--- config.mk ---
export PLATFORM = sky130hd
export DESIGN_NAME = instr_decode_rf
export DESIGN_NICKNAME = d
export VERILOG_FILES = /design/src/rtl/instr_decode_rf.sv
export SDC_FILE = /design/constraint.sdc
export NUM_CORES = 2
export LEC_CHECK = 0
export BUFFER_PORTS_ARGS = -buffer_cell sky130_fd_sc_hd__buf_2
export CORE_MARGIN = 2
export CORE_UTILIZATION = 52
export DETAILED_ROUTE_END_ITERATION = 10
export PLACE_DENSITY = 0.74
export SYNTH_ARGS = -nofsm -noshare
export SYNTH_HDL_FRONTEND = slang
export SYNTH_SLANG_ARGS = --single-unit
--- constraint.sdc ---
create_clock -name clk -period 5.3 [get_ports clk]
set_input_delay 1.59 -clock clk [delete_from_list [all_inputs] [get_ports clk]]
set_output_delay 1.59 -clock clk [all_outputs]
set_load 0.01 [all_outputs]
--- src/rtl/instr_decode_rf.sv ---
// Decode and register-file stage of a single-cycle MIPS R-type datapath.
// Define ILLEGAL_CNT_EN to build the saturating illegal-instruction counter.
module instr_decode_rf #(
  parameter int NREGS = 32,
  parameter int CNT_W = 16
) (
  input  logic              clk,
  input  logic              Reset,
  input  logic [31:0]       Instruction_code,
  input  logic [31:0]       Write_data,
  output logic [31:0]       Read_data1,
  output logic [31:0]       Read_data2,
  output logic [4:0]        Shamt,
  output logic [3:0]        ALU_control,
  output logic              RegWrite,
  output logic              Illegal,
  output logic [CNT_W-1:0]  Illegal_count
);

  logic [5:0]  opcode;
  logic [5:0]  funct;
  logic [4:0]  rs;
  logic [4:0]  rt;
  logic [4:0]  rd;
  logic        supported;
  logic [3:0]  alu_ctl;

  logic [31:0] regs_q [NREGS];
  logic [31:0] regs_d [NREGS];
  logic        illegal_q;
  logic        illegal_d;

  assign opcode = Instruction_code[31:26];
  assign rs     = Instruction_code[25:21];
  assign rt     = Instruction_code[20:16];
  assign rd     = Instruction_code[15:11];
  assign Shamt  = Instruction_code[10:6];
  assign funct  = Instruction_code[5:0];

  always_comb begin
    supported = 1'b1;
    alu_ctl   = 4'hF;
    if (opcode != 6'd0) begin
      supported = 1'b0;
    end else begin
      case (funct)
        6'h20:   alu_ctl = 4'h2;
        6'h22:   alu_ctl = 4'h6;
        6'h24:   alu_ctl = 4'h0;
        6'h25:   alu_ctl = 4'h1;
        6'h27:   alu_ctl = 4'hC;
        6'h2A:   alu_ctl = 4'h7;
        6'h00:   alu_ctl = 4'h8;
        6'h02:   alu_ctl = 4'h9;
        default: supported = 1'b0;
      endcase
    end
  end

  assign ALU_control = alu_ctl;
  assign RegWrite    = supported;

  // No bypass: reads see the pre-edge contents, keeping the ALU loop registered.
  assign Read_data1 = (rs == 5'd0) ? 32'd0 : regs_q[rs];
  assign Read_data2 = (rt == 5'd0) ? 32'd0 : regs_q[rt];

  always_comb begin
    regs_d = regs_q;
    if (Reset) begin
      for (int i = 0; i < NREGS; i++) begin
        regs_d[i] = 32'(i);
      end
    end else if (supported && (rd != 5'd0)) begin
      regs_d[rd] = Write_data;
    end
    regs_d[0] = 32'd0;
  end

  always_comb begin
    illegal_d = illegal_q;
    if (Reset) begin
      illegal_d = 1'b0;
    end else if (!supported) begin
      illegal_d = 1'b1;
    end
  end

  always_ff @(posedge clk) begin
    regs_q    <= regs_d;
    illegal_q <= illegal_d;
  end

  assign Illegal = illegal_q;

`ifdef ILLEGAL_CNT_EN
  logic [CNT_W-1:0] cnt_q;
  logic [CNT_W-1:0] cnt_d;

  always_comb begin
    cnt_d = cnt_q;
    if (Reset) begin
      cnt_d = '0;
    end else if (!supported && (cnt_q != {CNT_W{1'b1}})) begin
      cnt_d = cnt_q + CNT_W'(1);
    end
  end

  always_ff @(posedge clk) begin
    cnt_q <= cnt_d;
  end

  assign Illegal_count = cnt_q;
`else
  assign Illegal_count = '0;
`endif

endmodule

After elaboration in Yosys (flattened, before gate mapping). Cells that the tools add are included.

Magnitude comparators: 4. Equality and inequality tests: 7. Mux-type cells: 15. Bitwise operators: 3. Reduce and logical (&&, ||, !) cells: 8.

Operators with widths (count): $bwmux 1024 (1); $bmux 32 s5 (2); $mux 32 (7); $demux 32 s5 (1); $eq 6x6->1 const B (6); $pmux 4 s8 (1); $ge 6x6->1 const B (3); $not 5->6 (3); $logic_not 5->1 (2); $reduce_or 8->1 (1); $eq 6x2->1 const B (1); $logic_not 6->1 (1); $lt 6x1->1 const B (1); $reduce_bool 6->1 (1); $reduce_bool 5->1 (1); $mux 4 (1); $logic_and 1x1->1 (2); $mux 1 (2).

Flip-flop bits (word level): 993. Bits of input ports: 66. Output and inout port bits: 91. Word-level logic and storage cells: 69.

Logic depth before layout (Yosys ltp).
Depth in word-level cells: 6. Mapped depth: 8. Mapped depth without buffers: 4.

Least setup slack after synthesis. OpenSTA, ideal clock, no wires.

Path type: input-to-output. Start: input port Instruction_code[22]. End: output port Read_data1[21]. Arrival: 3171 ps. Required time: 3710 ps. Path slack: 539 ps. Stages on the path: 5. Path buffers: 2. Cells stage by stage: buf_2 -> buf_1 -> mux4_2 -> a22oi_1 -> nand4_1.

Cells in the longest elaborated chain, start to end: 5. Elaborated cells on any way between the ends: 6. Classes of those cells: mux (4); bitwise (1); reduce/logical (1).

Ends and longest elaborated chain: start: declaration (line 9) `input logic [31:0] Instruction_code,`; $not 5->6 (not written as such) (line 64) `assign Read_data1 = (rs == 5'd0) ? 32'd0 : regs_q[rs];`; $bmux 32 s5 (line 64); $mux 32 (not written as such) (2 in series) (line 64); $mux 32 (*) (line 64); end: declaration (line 11) `output logic [31:0] Read_data1,`.

Every way passes the cells marked *; elsewhere a longest branch is shown, timed or not. The select of a mux whose other input is x is not followed.

Final worst setup path.
Start: input port Instruction_code[17]. End: output port Read_data2[16].

Cells in the longest elaborated chain, start to end: 5. Elaborated cells on any way between the ends: 6. Classes of those cells: mux (4); bitwise (1); reduce/logical (1).

Ends and longest elaborated chain: $not 5->6 (not written as such) (line 65) `assign Read_data2 = (rt == 5'd0) ? 32'd0 : regs_q[rt];`; $bmux 32 s5 (line 65); $mux 32 (not written as such) (2 in series) (line 65); $mux 32 (*) (line 65); end: declaration (line 12) `output logic [31:0] Read_data2,`.

Marked as above.

==> results.md <==
* Synthesized cell area at ~55,000 µm²
* Buffers added on ports at 130
* RD Place Congestion at between 0.8 and 0.9
* H-tree depth at 3
* Synth unique cells at slightly below 50
* Chip width at between 300 and 400 µm
* Final setup fails at 0
* CTS tree: yes
* Worst slew margin at about 16%
* CP Data Required Time at 3710 ps
* DRT Pass-1 Iters at 6
* Clock skew at 0 ps
* Core Box Area at 103,800 µm²
* Yosys warns at 0
* VDD IR-drop max at ~0.00035 V
* Dpl hpwl at between 100 and 150 mm
* Period utilization at between 90% and 100%
* F_max at around 0.19 GHz
* Worst slew pin tran at about 1300 ps
* Post-route minimum period at around 5300 ps
* Final net count at ~5,000
* P per Cell Area at approximately 270 nW/µm²
* Crit-path slowest cell: nand4_1
* First DRT Iteration DRCs at about 5,000
* Leakage at roughly 0.028 µW
* Post-Syn Area per Cell at ~11 µm²
* CTS Buffer Depth at 3
* Max Cap Viol at 0
* Final wirelength at between 150 and 200 mm
* Vias in the first global route at 41,690
* Top delay family on crit path: buffers and inverters
* Initial antenna violation count at 14
* Setup_tns at 0 ps
* Num CTS Buffers at 103
* Total grt overflow at 0
* Worst skew pair latency at just under 700 ps
* CP Buf/Inv Count at 5
* Placement-stage cell area at roughly 57,000 µm²
* RSZ-0062 raised after global routing: no
* Clock tree root driver cell: clkbuf_16
* Die H at 327.8 µm
* Class of the worst hold path: flop to flop
* #FFs+latches synth at 993
* First-pass GRT wire length at 271.6 mm
* Crit path kind: primary input to output port
* Io pins at about 160
* Post-route cell area at roughly 61,000 µm²
* Synth-to-layout area growth at 11.86%
* # DRC at 0
* Drt via density at approximately 6.6
* Post-CTS Hold Fix Bufs at 0
* CP Cell Sequence: buf_12, buf_12, nor2b_4, buf_4, a221oi_1, or3_1, nand4_1, buf_4, buf_2
* Hold WS at around 460 ps
* Share of the yosys chip area belonging to registers at ~36%
* Post-DRT Antenna Nets at 0
* All-Layer GR Usage at between 30% and 40%
* Largest net degree at the start of global routing at between 150 and 200
* Layout cells sized above 1 at a little under a fifth
* Avg WL per Cell at ~29 µm
* Filler instances at approximately 8,500
* CP endpoint kind: output port
* DR vias at around 42,000
* CTS sink cnt at a little under 1,000
* Max-slew violation count at 0
* CP max FO at 14
* Initial Util at a little over half
* Hold Vio Cnt, Final at 0
* Largest stage delay, worst path at about 400 ps
* Die ar. at between 100,000 and 150,000 µm²
* Status: finished, final reports clean
* Rows at 118
* Worst-path clk slew at 70 ps
* Post-Syn Instances at between 4,000 and 5,000
* Startpoint types: primary input
* Critical path arrival at between 3000 and 4000 ps
==> kinds of logic (layout without fill, tap and decap cells) <==
kind of cell / count (synthesis) / after routing / share of synthesized area [%]
AOI/OAI and AO/OA: 377 / 377 / 6.236
xor gates and xnor gates: 1 / 1 / 0.01606
buffers and inverters: 548 / 587 / 4.903
DFF: 993 / 993 / 36.45
muxes: 1676 / 1676 / 37.24
other: 1 / 19 / 0.006877
and+or+nand+nor: 1403 / 1405 / 15.14
==> routing by layer <==
metal  wire length (µm)  part of all wire [%]  track usage (%)
met1              73770                    40            43.98
met2              82820                    44            51.97
met3              19350                    10            7.699
met4              10240                   5.5            17.40
met5                103                 0.055                0
==> metrics by stage <==
| stage | setup slack, ps | utilization [%] | total power, µW | instances |
|---|---|---|---|---|
| detailed placement | -41.57 | 55.12 | 9116 | 6233 |
| global placement | 15.26 | 55.12 | 9111 | 6233 |
| global route | 31.96 | 58.77 | 17070 | 6436 |
| CTS | 5.542 | 58.55 | 16690 | 6422 |
| finish | 26.03 | 58.77 | 16700 | 6438 |
| floorplan | 538.9 | - | 8528 | 5014 |
==> flip-flops by register name, indices dropped and copies added, names as in the netlist <==
name and flops:
regs_q 992, Illegal 1
==> final cells by class <==
class                      instances  area [µm²]  area share (%)
multi-input combinational       3475       32210           52.81
tap                             1380        1727           2.831
timing repair buffer             396        3626           5.944
sequential                       993       19880           32.59
clock inverter                    47       574.3          0.9415
clock buffer                     140        2959           4.851
antenna                            3       7.507         0.01231
inverter                           4       15.01         0.02461
==> what timing repair did <==
action,CTS,global route
pin swaps,3,4
cloned,2,2
endpoints found under the hold margin,0,0
setup buffers,0,11
resized for setup,2,7
endpoints found under the setup margin,1,2
==> worst reg2reg max path: stages, from the launching register on <==
cell,delay (ps)
dfxtp_1,330
nor2_1,150
mux2i_1,90
==> synth_stat cells (all sizes together) <==
library cell     n  share of area, %
o2111ai         30               1.4
nor2           166               1.2
nor2b           11              0.13
buf            263               2.9
a22oi          251               3.5
and3b            2             0.032
or2              3             0.034
o22ai            1             0.011
a221oi          64               1.0
conb             1            0.0069
nor4             1             0.023
nand3b           1             0.014
o31ai            1             0.014
nand3           87              0.80
o21ai            1            0.0092
nor3b            5              0.13
a21o             1             0.014
inv              4             0.028
dfxtp          993                36
a32oi            1             0.016
and4b            1             0.018
clkbuf         281               2.0
mux2            64               1.3
and2             4             0.046
and3             4             0.046
or3             53              0.61
nand4           59              0.68
nand2           34              0.23
xnor2            1             0.016
nor3            13              0.14
a21oi           26              0.25
nand4b          12              0.19
mux2i         1336                25
nand2b         947                11
mux4           276                11
a31oi            1             0.011
==> cells in the final DEF (no fill, tap or decap), drive strengths merged, types with 5 or more instances in the layout <==
cell         n
a21oi       26
a221oi      64
a22oi      251
buf        393
bufinv      12
clkbuf     143
clkinv      25
clkinvlp     5
conb        16
dfxtp      993
inv          9
mux2        64
mux2i     1336
mux4       276
nand2       34
nand2b     947
nand3       87
nand4       59
nand4b      12
nor2       168
nor2b       11
nor3        13
nor3b        5
o2111ai     30
or3         53
==> path summary, 6_finish.rpt <==
path                    endpoint  depth (start not counted)                 start  slack (ps)
hold reg to reg          Illegal                          2               Illegal         460
setup / recovery  Read_data2[16]                          9  Instruction_code[17]          30
setup reg to reg     regs_q[131]                          2           regs_q[131]        4570
hold / removal           Illegal                          2               Illegal         460
==> power by group <==
group / switching [µW] / total [µW] / internal (µW)
sequential: 0.544 / 7460 / 7460
clock: 3190 / 7680 / 4490
combinational: 987 / 1560 / 576
total: 4180 / 16700 / 12500
No activity file was read; power rests on OpenSTA's default activity.
